$ cat src/rtl/lab4_io_pkg.sv
// Shared constants for the lab4 I/O conditioning stage: button/switch field map
// and the short debounce length used in simulation.
package lab4_io_pkg;

  localparam int BTN_LOADA    = 0;
  localparam int BTN_LOADB    = 1;
  localparam int BTN_EXEC     = 2;

  localparam int DIN_LSB      = 0;
  localparam int F_LSB        = 8;
  localparam int R_LSB        = 11;

  localparam int DEBOUNCE_SIM = 4;

  // Counter width able to hold 0 .. n-1 (at least one bit).
  function automatic int cnt_width(input int n);
    return (n < 2) ? 1 : $clog2(n);
  endfunction

endpackage

$ cat src/rtl/debounce_channel.sv
// One active-low button: 2-flop synchroniser, stability counter, accepted level
// and registered one-cycle press/release pulses.
module debounce_channel
  import lab4_io_pkg::*;
#(
  parameter int DEBOUNCE_CYCLES = 500000
) (
  input  logic clk,
  input  logic reset,
  input  logic btn_raw_n,
  output logic btn_n,
  output logic press_pulse,
  output logic release_pulse
);

  localparam int              CNT_W    = cnt_width(DEBOUNCE_CYCLES);
  localparam logic [CNT_W-1:0] CNT_TERM = CNT_W'(DEBOUNCE_CYCLES - 1);

  logic             sync1_q, sync2_q;
  logic             stable_q, stable_d;
  logic             press_q, press_d;
  logic             release_q, release_d;
  logic [CNT_W-1:0] cnt_q, cnt_d;

  // Any sample equal to the accepted level restarts the count, so bounces are dropped.
  always_comb begin
    cnt_d     = '0;
    stable_d  = stable_q;
    press_d   = 1'b0;
    release_d = 1'b0;
    if (sync2_q != stable_q) begin
      if (cnt_q == CNT_TERM) begin
        stable_d  = sync2_q;
        press_d   = ~sync2_q;
        release_d = sync2_q;
      end else begin
        cnt_d = cnt_q + 1'b1;
      end
    end
  end

  always_ff @(posedge clk or negedge reset) begin
    if (!reset) begin
      sync1_q   <= 1'b1;
      sync2_q   <= 1'b1;
      stable_q  <= 1'b1;
      cnt_q     <= '0;
      press_q   <= 1'b0;
      release_q <= 1'b0;
    end else begin
      sync1_q   <= btn_raw_n;
      sync2_q   <= sync1_q;
      stable_q  <= stable_d;
      cnt_q     <= cnt_d;
      press_q   <= press_d;
      release_q <= release_d;
    end
  end

  assign btn_n         = stable_q;
  assign press_pulse   = press_q;
  assign release_pulse = release_q;

endmodule

$ cat src/rtl/button_conditioner.sv
// Input conditioning ahead of the logic processor: debounced active-low buttons
// with press/release pulses, plus plain 2-flop synchronised slide switches.
module button_conditioner
  import lab4_io_pkg::*;
#(
  parameter int NUM_BTN         = 3,
  parameter int SW_W            = 13,
  parameter int DEBOUNCE_CYCLES = 500000
) (
  input  logic               clk,
  input  logic               reset,
  input  logic [NUM_BTN-1:0] btn_raw_n,
  input  logic [SW_W-1:0]    sw_raw,
  output logic [NUM_BTN-1:0] btn_n,
  output logic [NUM_BTN-1:0] press_pulse,
  output logic [NUM_BTN-1:0] release_pulse,
  output logic [SW_W-1:0]    sw_sync
);

  for (genvar i = 0; i < NUM_BTN; i++) begin : g_btn
    debounce_channel #(
      .DEBOUNCE_CYCLES(DEBOUNCE_CYCLES)
    ) u_chan (
      .clk          (clk),
      .reset        (reset),
      .btn_raw_n    (btn_raw_n[i]),
      .btn_n        (btn_n[i]),
      .press_pulse  (press_pulse[i]),
      .release_pulse(release_pulse[i])
    );
  end

  // Switches are only read as static levels, so synchronising without debounce is enough.
  logic [SW_W-1:0] sw_meta_q, sw_sync_q;

  always_ff @(posedge clk or negedge reset) begin
    if (!reset) begin
      sw_meta_q <= '0;
      sw_sync_q <= '0;
    end else begin
      sw_meta_q <= sw_raw;
      sw_sync_q <= sw_meta_q;
    end
  end

  assign sw_sync = sw_sync_q;

endmodule
$ cat config.mk
export PLATFORM = sky130hd
export DESIGN_NAME = button_conditioner
export DESIGN_NICKNAME = d
export VERILOG_FILES = /design/src/rtl/lab4_io_pkg.sv /design/src/rtl/debounce_channel.sv /design/src/rtl/button_conditioner.sv
export SDC_FILE = /design/constraint.sdc
export NUM_CORES = 1
export LEC_CHECK = 0
export BUFFER_PORTS_ARGS = -buffer_cell sky130_fd_sc_hd__buf_2
export CORE_ASPECT_RATIO = 0.7
export CORE_MARGIN = 8
export CORE_UTILIZATION = 40
export DETAILED_ROUTE_END_ITERATION = 16
export MAX_ROUTING_LAYER = met4
export PLACE_DENSITY_LB_ADDON = 0.15
export SETUP_SLACK_MARGIN = 0.02
export SLEW_MARGIN = 25
export SYNTH_ARGS = -nofsm -noshare
export SYNTH_HDL_FRONTEND = slang
export SYNTH_HIERARCHICAL = 1
export SYNTH_SLANG_ARGS = --single-unit
export TNS_END_PERCENT = 50
$ cat constraint.sdc
create_clock -name clk -period 1.94 [get_ports clk]
set_clock_uncertainty 0.1 [all_clocks]
set_input_delay 0.194 -clock clk [delete_from_list [all_inputs] [get_ports clk]]
set_output_delay 0.194 -clock clk [all_outputs]
set_load 0.05 [all_outputs]
Word level (Yosys, flattened, before mapping):

Cells that the tools add are included.

* bits in registers: 98
* bits of input ports: 18
* output and inout bits: 22

* bitwise operators: 3
* equality and inequality tests: 6
* muxes and demuxes: 18
* add/subtract/negate cells: 3
* reduce and logical (&&, ||, !) cells: 3

Operators by type and width (number)
* 19-bit 2-to-1 mux: 6
* 19-bit by 1-bit adder with 19-bit output (second input constant): 3
* 19-bit == test (second input constant): 3
* 1-bit 2-to-1 mux: 12
* 2-bit AND reduction: 3
* 1-bit inequality test: 3
* 1-bit inverter: 3

Longest topological paths before layout:

* depth in word-level cells: 3
* mapped depth: 6
* depth with buffers taken out: 5

Hierarchy:

The synthesis kept the hierarchy.

By module, submodules not included
* debounce_channel: cells an instance 112, area an instance 1154.9 µm², times used 3
* button_conditioner: cells an instance 26, area an instance 650.6 µm², times used 1

Least setup slack after synthesis:

No wires, ideal clock.

* path kind: flip-flop to flip-flop
* start point: reg g_btn[0].u_chan.cnt_q[12]
* end point: reg g_btn[0].u_chan.cnt_q[10]
* path buffers: 1
* data arrival time: 1.586 ns
* slack: 0.132 ns
* setup time: 0.121 ns
* stages on the path, launching flop included: 6
* path through: dfrtp_1 > nor4b_1 > nand2_1 > o31ai_4 > buf_2 > nor2_1

* word-level cells in the longest chain between the ends: 3

Ends and longest elaborated chain
* start: declaration: RTL line debounce_channel.sv:23 `logic [CNT_W-1:0] cnt_q, cnt_d;`
* start signal: assignment: RTL line debounce_channel.sv:54 `cnt_q <= cnt_d;`
* 19-bit == test: RTL line debounce_channel.sv:32 `if (cnt_q == CNT_TERM) begin`
* 19-bit 2-to-1 mux: RTL line debounce_channel.sv:32
* 19-bit 2-to-1 mux: RTL line debounce_channel.sv:31 `if (sync2_q != stable_q) begin`
* via g_btn[0].u_chan.cnt_d[10]: RTL line debounce_channel.sv:23

The timed path passes the listed nets, and every way through them passes these cells.
A chain may end at the register's enable or synchronous reset.

Worst setup path in the final report:

* start point: reg g_btn[2].u_chan.cnt_q[6]
* end point: reg g_btn[2].u_chan.cnt_q[17]

* word-level cells in the longest chain between the ends: 3
* elaborated cells on any way between the ends: 4
* those cells by class: add/sub (1); eq/ne (1); mux (2)

Ends and longest elaborated chain (RTL line)
* start: declaration: debounce_channel.sv:23
* start signal: assignment: debounce_channel.sv:54
* 19-bit by 1-bit adder with 19-bit output or 19-bit == test (tied branches): debounce_channel.sv:37, debounce_channel.sv:32
* 19-bit 2-to-1 mux (*): debounce_channel.sv:32
* 19-bit 2-to-1 mux (*): debounce_channel.sv:31
* via g_btn[2].u_chan.cnt_d[17]: debounce_channel.sv:23

Mark *: on every way through the listed nets, which the timed path passes. The rest lies on a longest branch.

==> results.md <==
- Status: finished clean
- DRT Pass-1 Iters: 4
- Final hold viol count: 0
- Die W: 137 um
- Comb power frac: 5.7%
- DR vias: 2,925
- Non-Filler Instances: 587
- Fraction of synthesized area in multiplexers: 0.821%
- Final net count: 471
- Layout cells sized above 1: 28.4%
- Vias per cell: 4.98
- I/O Buffers: 39
- Req. time, crit path: 2.12 ns
- RSZ-0062 raised after global routing: true
- Unique masters post-synth: 29
- Commonest cells post-synth: dfrtp_1 (89), nor2_1 (54), xnor2_1 (36)
- Pin count of the biggest net entering global routing: 36
- Io pins: 40
- Most numerous cell in the Yosys netlist: dfrtp_1
- Period minus WS final: 1.87 ns
- Worst Tran Pin Value: 0.451 ns
- Type of the worst setup path: reg2reg
- Area growth syn-to-layout: 26.9%
- Worst IR drop on VDD: 0.456 mV
- Rel. slew slack: 70.0%
- Starting DRT DRC Count: 180
- Clock share of power: 42.8%
- Tot Pwr: 4.13 mW
- Core Area: 10,200 um^2
- Worst-Skew Late Latency: 0.34 ns
- Cell Area, Synth: 4120 um^2
- # DRC: 0
- Initial core utilization: 40.5%
- Chip height: 101 um
- Flop pwr share: 51.5%
- LEAKAGE: 2.14 nW
- Synth Register Bits: 98
- All-Layer GR Usage: 13.0%
- Async S/R FF share, synth: 100%
- Antenna-violating nets left: 0
- CTS tree: built
- Design Area, Final: 5220 um^2
- Fin crit share: 96.5%
- Max-cap violations: 0
- Diodes inserted: 0
- Post-synth EDFFs: 0
- Final setup fails: 0
- Dpl cells: 554
- Number of global-route vias before repair: 2,901
- First-pass GRT wire length: 13,800 um
- WL/cell: 13.9 um
- Avg Cell Area, Syn: 11.4 um^2
- DP HPWL: 5690 um
- Worst path arrival time: 2.05 ns
- Ys flop type: dfrtp_1
- Clk slew on worst S/H paths: 0.07 ns
- Post-synth top area share: 54.1%
- Remaining Overflow, GRT: 0
- Fmax achieved: 0.534 GHz
- Largest family of logic cells by synthesized area: simple AND/OR/NAND/NOR gates
- CP Capture Type: register
- FILL cells: 901
- Clk sinks: 98
- Aggregate routed wire length: 8140 um
- DP Area: 4670 um^2
- H-tree Lvls: 3
- Worst hold path class: in2async
- Synth Net Count: 383
- Sw frac: 24.9%
- Reg area: 2470 um^2
- Syn Inst Count: 362
- Top cells by area, synth: dfrtp_1 (54%), xnor2_1 (7.7%), dfstp_2 (5.7%), nor2_1 (4.9%), nand4_1 (4.1%)
- Internal: 3.10 mW
- Clock Tree Buf Depth: 2
- Initial antenna violation count: 0
- CTS Root Cell: clkbuf_16
- Ys Warns: 6
- Adder-Cell Fraction of Synth Area: 0.912%
- Total CTS buffers: 9
- Register area share after synthesis: 59.9%
- Setup TNS: 0 ns
- PD cells: 790 nW/um^2
- Area of the multi-input gates: 1650 um^2
- Startpoint Class: register
- Fin. max-slew vios: 0
- Placer Congestion: 0.853
- XOR/XNOR share of the synthesized area: 10.2%
- Sw power: 1.03 mW
- DIE AREA: 13,800 um^2
- Max Fanout on Critical Path: 5
- Synth Area in Simple Gates: 22.8%
- Placement Rows: 31
- Post-synth top area cell: dfrtp_1
- Compound-gate portion of the synthesized area: 3.56%
==> metal layers <==
metal / wire [um] / GRT usage, % / vias up
li1: - / - / 1443
met1: 4270 / 18.4 / 1418
met2: 3340 / 16.9 / 54
met3: 413 / 4.13 / 10
met4: 114 / 4.24 / 0
met5: 0 / - / -
==> stage by stage <==
| stage | setup slack, ns | hold WS [ns] | util (%) |
|---|---|---|---|
| floorplan | 0.132 | -0.202 | - |
| global placement | 0.0976 | 0.0742 | 46.0 |
| detailed placement | 0.0745 | 0.0783 | 46.0 |
| CTS | 0.0508 | 0.253 | 50.6 |
| global route | 0.00891 | 0.248 | 51.4 |
| finish | 0.0677 | 0.243 | 51.4 |
==> flip-flops by register name (all words and copies together) (netlist names) <==
name and cells:
g_btn.u_chan/press_pulse 3, g_btn.u_chan/cnt_q 57, sw_sync 13, sw_meta_q 13, g_btn.u_chan/sync1_q 3, g_btn.u_chan/sync2_q 3
g_btn.u_chan/btn_n 3, g_btn.u_chan/release_pulse 3
==> critical path, cell delays in order (launching register included) <==
cell	delay, ns
dfrtp_1	0.46
nand4_2	0.17
or4_4	0.56
or3_1	0.37
a21oi_2	0.14
==> cells in the final DEF, fill, tap and decap left out, types with 2 or more instances in the layout <==
cell type,n
dfrtp_1,83
nor2_1,54
buf_2,38
xnor2_1,36
buf_4,30
nand4_1,27
nand2_1,21
nand3_1,18
nor3_1,17
dlygate4sd3_1,17
xor2_1,12
clkbuf_16,9
inv_1,9
dfstp_2,9
nor3b_1,6
dfrtp_2,6
nor4_1,5
nor4b_2,4
nor4_2,4
inv_8,3
nand4_2,3
or4_4,3
o21ai_0,3
or3_1,3
and4_1,3
o31ai_4,3
a21oi_2,3
and2_1,3
and3_1,3
a31o_2,3
a21oi_1,3
mux2_2,3
clkinv_4,2
nor4b_1,2
==> timing repair <==
action,4_1_cts,5_1_grt
hold buffers,17,0
setup endpoints to repair,0,53
endpoints found under the hold margin,41,0
buffers inserted,0,0
gates resized for setup,0,18
==> kinds of logic after synthesis <==
kind of cell,Yosys count
muxes,3
buffers and inverters,18
DFF,98
xor gates and xnor gates,48
adders and majority gates,3
and+or+nand+nor,177
AOI/OAI and AO/OA,15
==> final timing paths <==
path	start	endpoint	slack [ns]	cells past startpoint
worst min-delay path	reset	g_btn[1].u_chan/cnt_q[5]	0.24	2
worst max register to register	g_btn[2].u_chan/cnt_q[6]	g_btn[2].u_chan/cnt_q[17]	0.07	4
worst max-delay path	g_btn[2].u_chan/cnt_q[6]	g_btn[2].u_chan/cnt_q[17]	0.07	4
min in group clk	sw_meta_q[7]	sw_sync[7]	0.25	0
worst min register to register	sw_meta_q[7]	sw_sync[7]	0.25	0
max in group asynchronous	reset	g_btn[2].u_chan/sync1_q	0.85	3
==> power by group through the flow <==
stage	combinational, mW	sequential [mW]	clock, mW
2_1_floorplan	0.0533	2.21	0
3_3_place_gp	0.211	2.16	0
3_5_place_dp	0.210	2.16	0
4_1_cts	0.238	2.12	1.84
5_1_grt	0.259	2.13	1.92
6_report	0.234	2.13	1.77
==> area by class of cell <==
type / count / area share [%]
inverters: 9 / 0.647
flip-flops and latches: 98 / 47.3
clock buffers: 9 / 4.31
repair buffers: 86 / 11.6
well taps: 132 / 3.16
multi-input cells: 246 / 31.5
clock inverters: 7 / 1.46
Note: power is estimated with default switching activity, not from simulation.
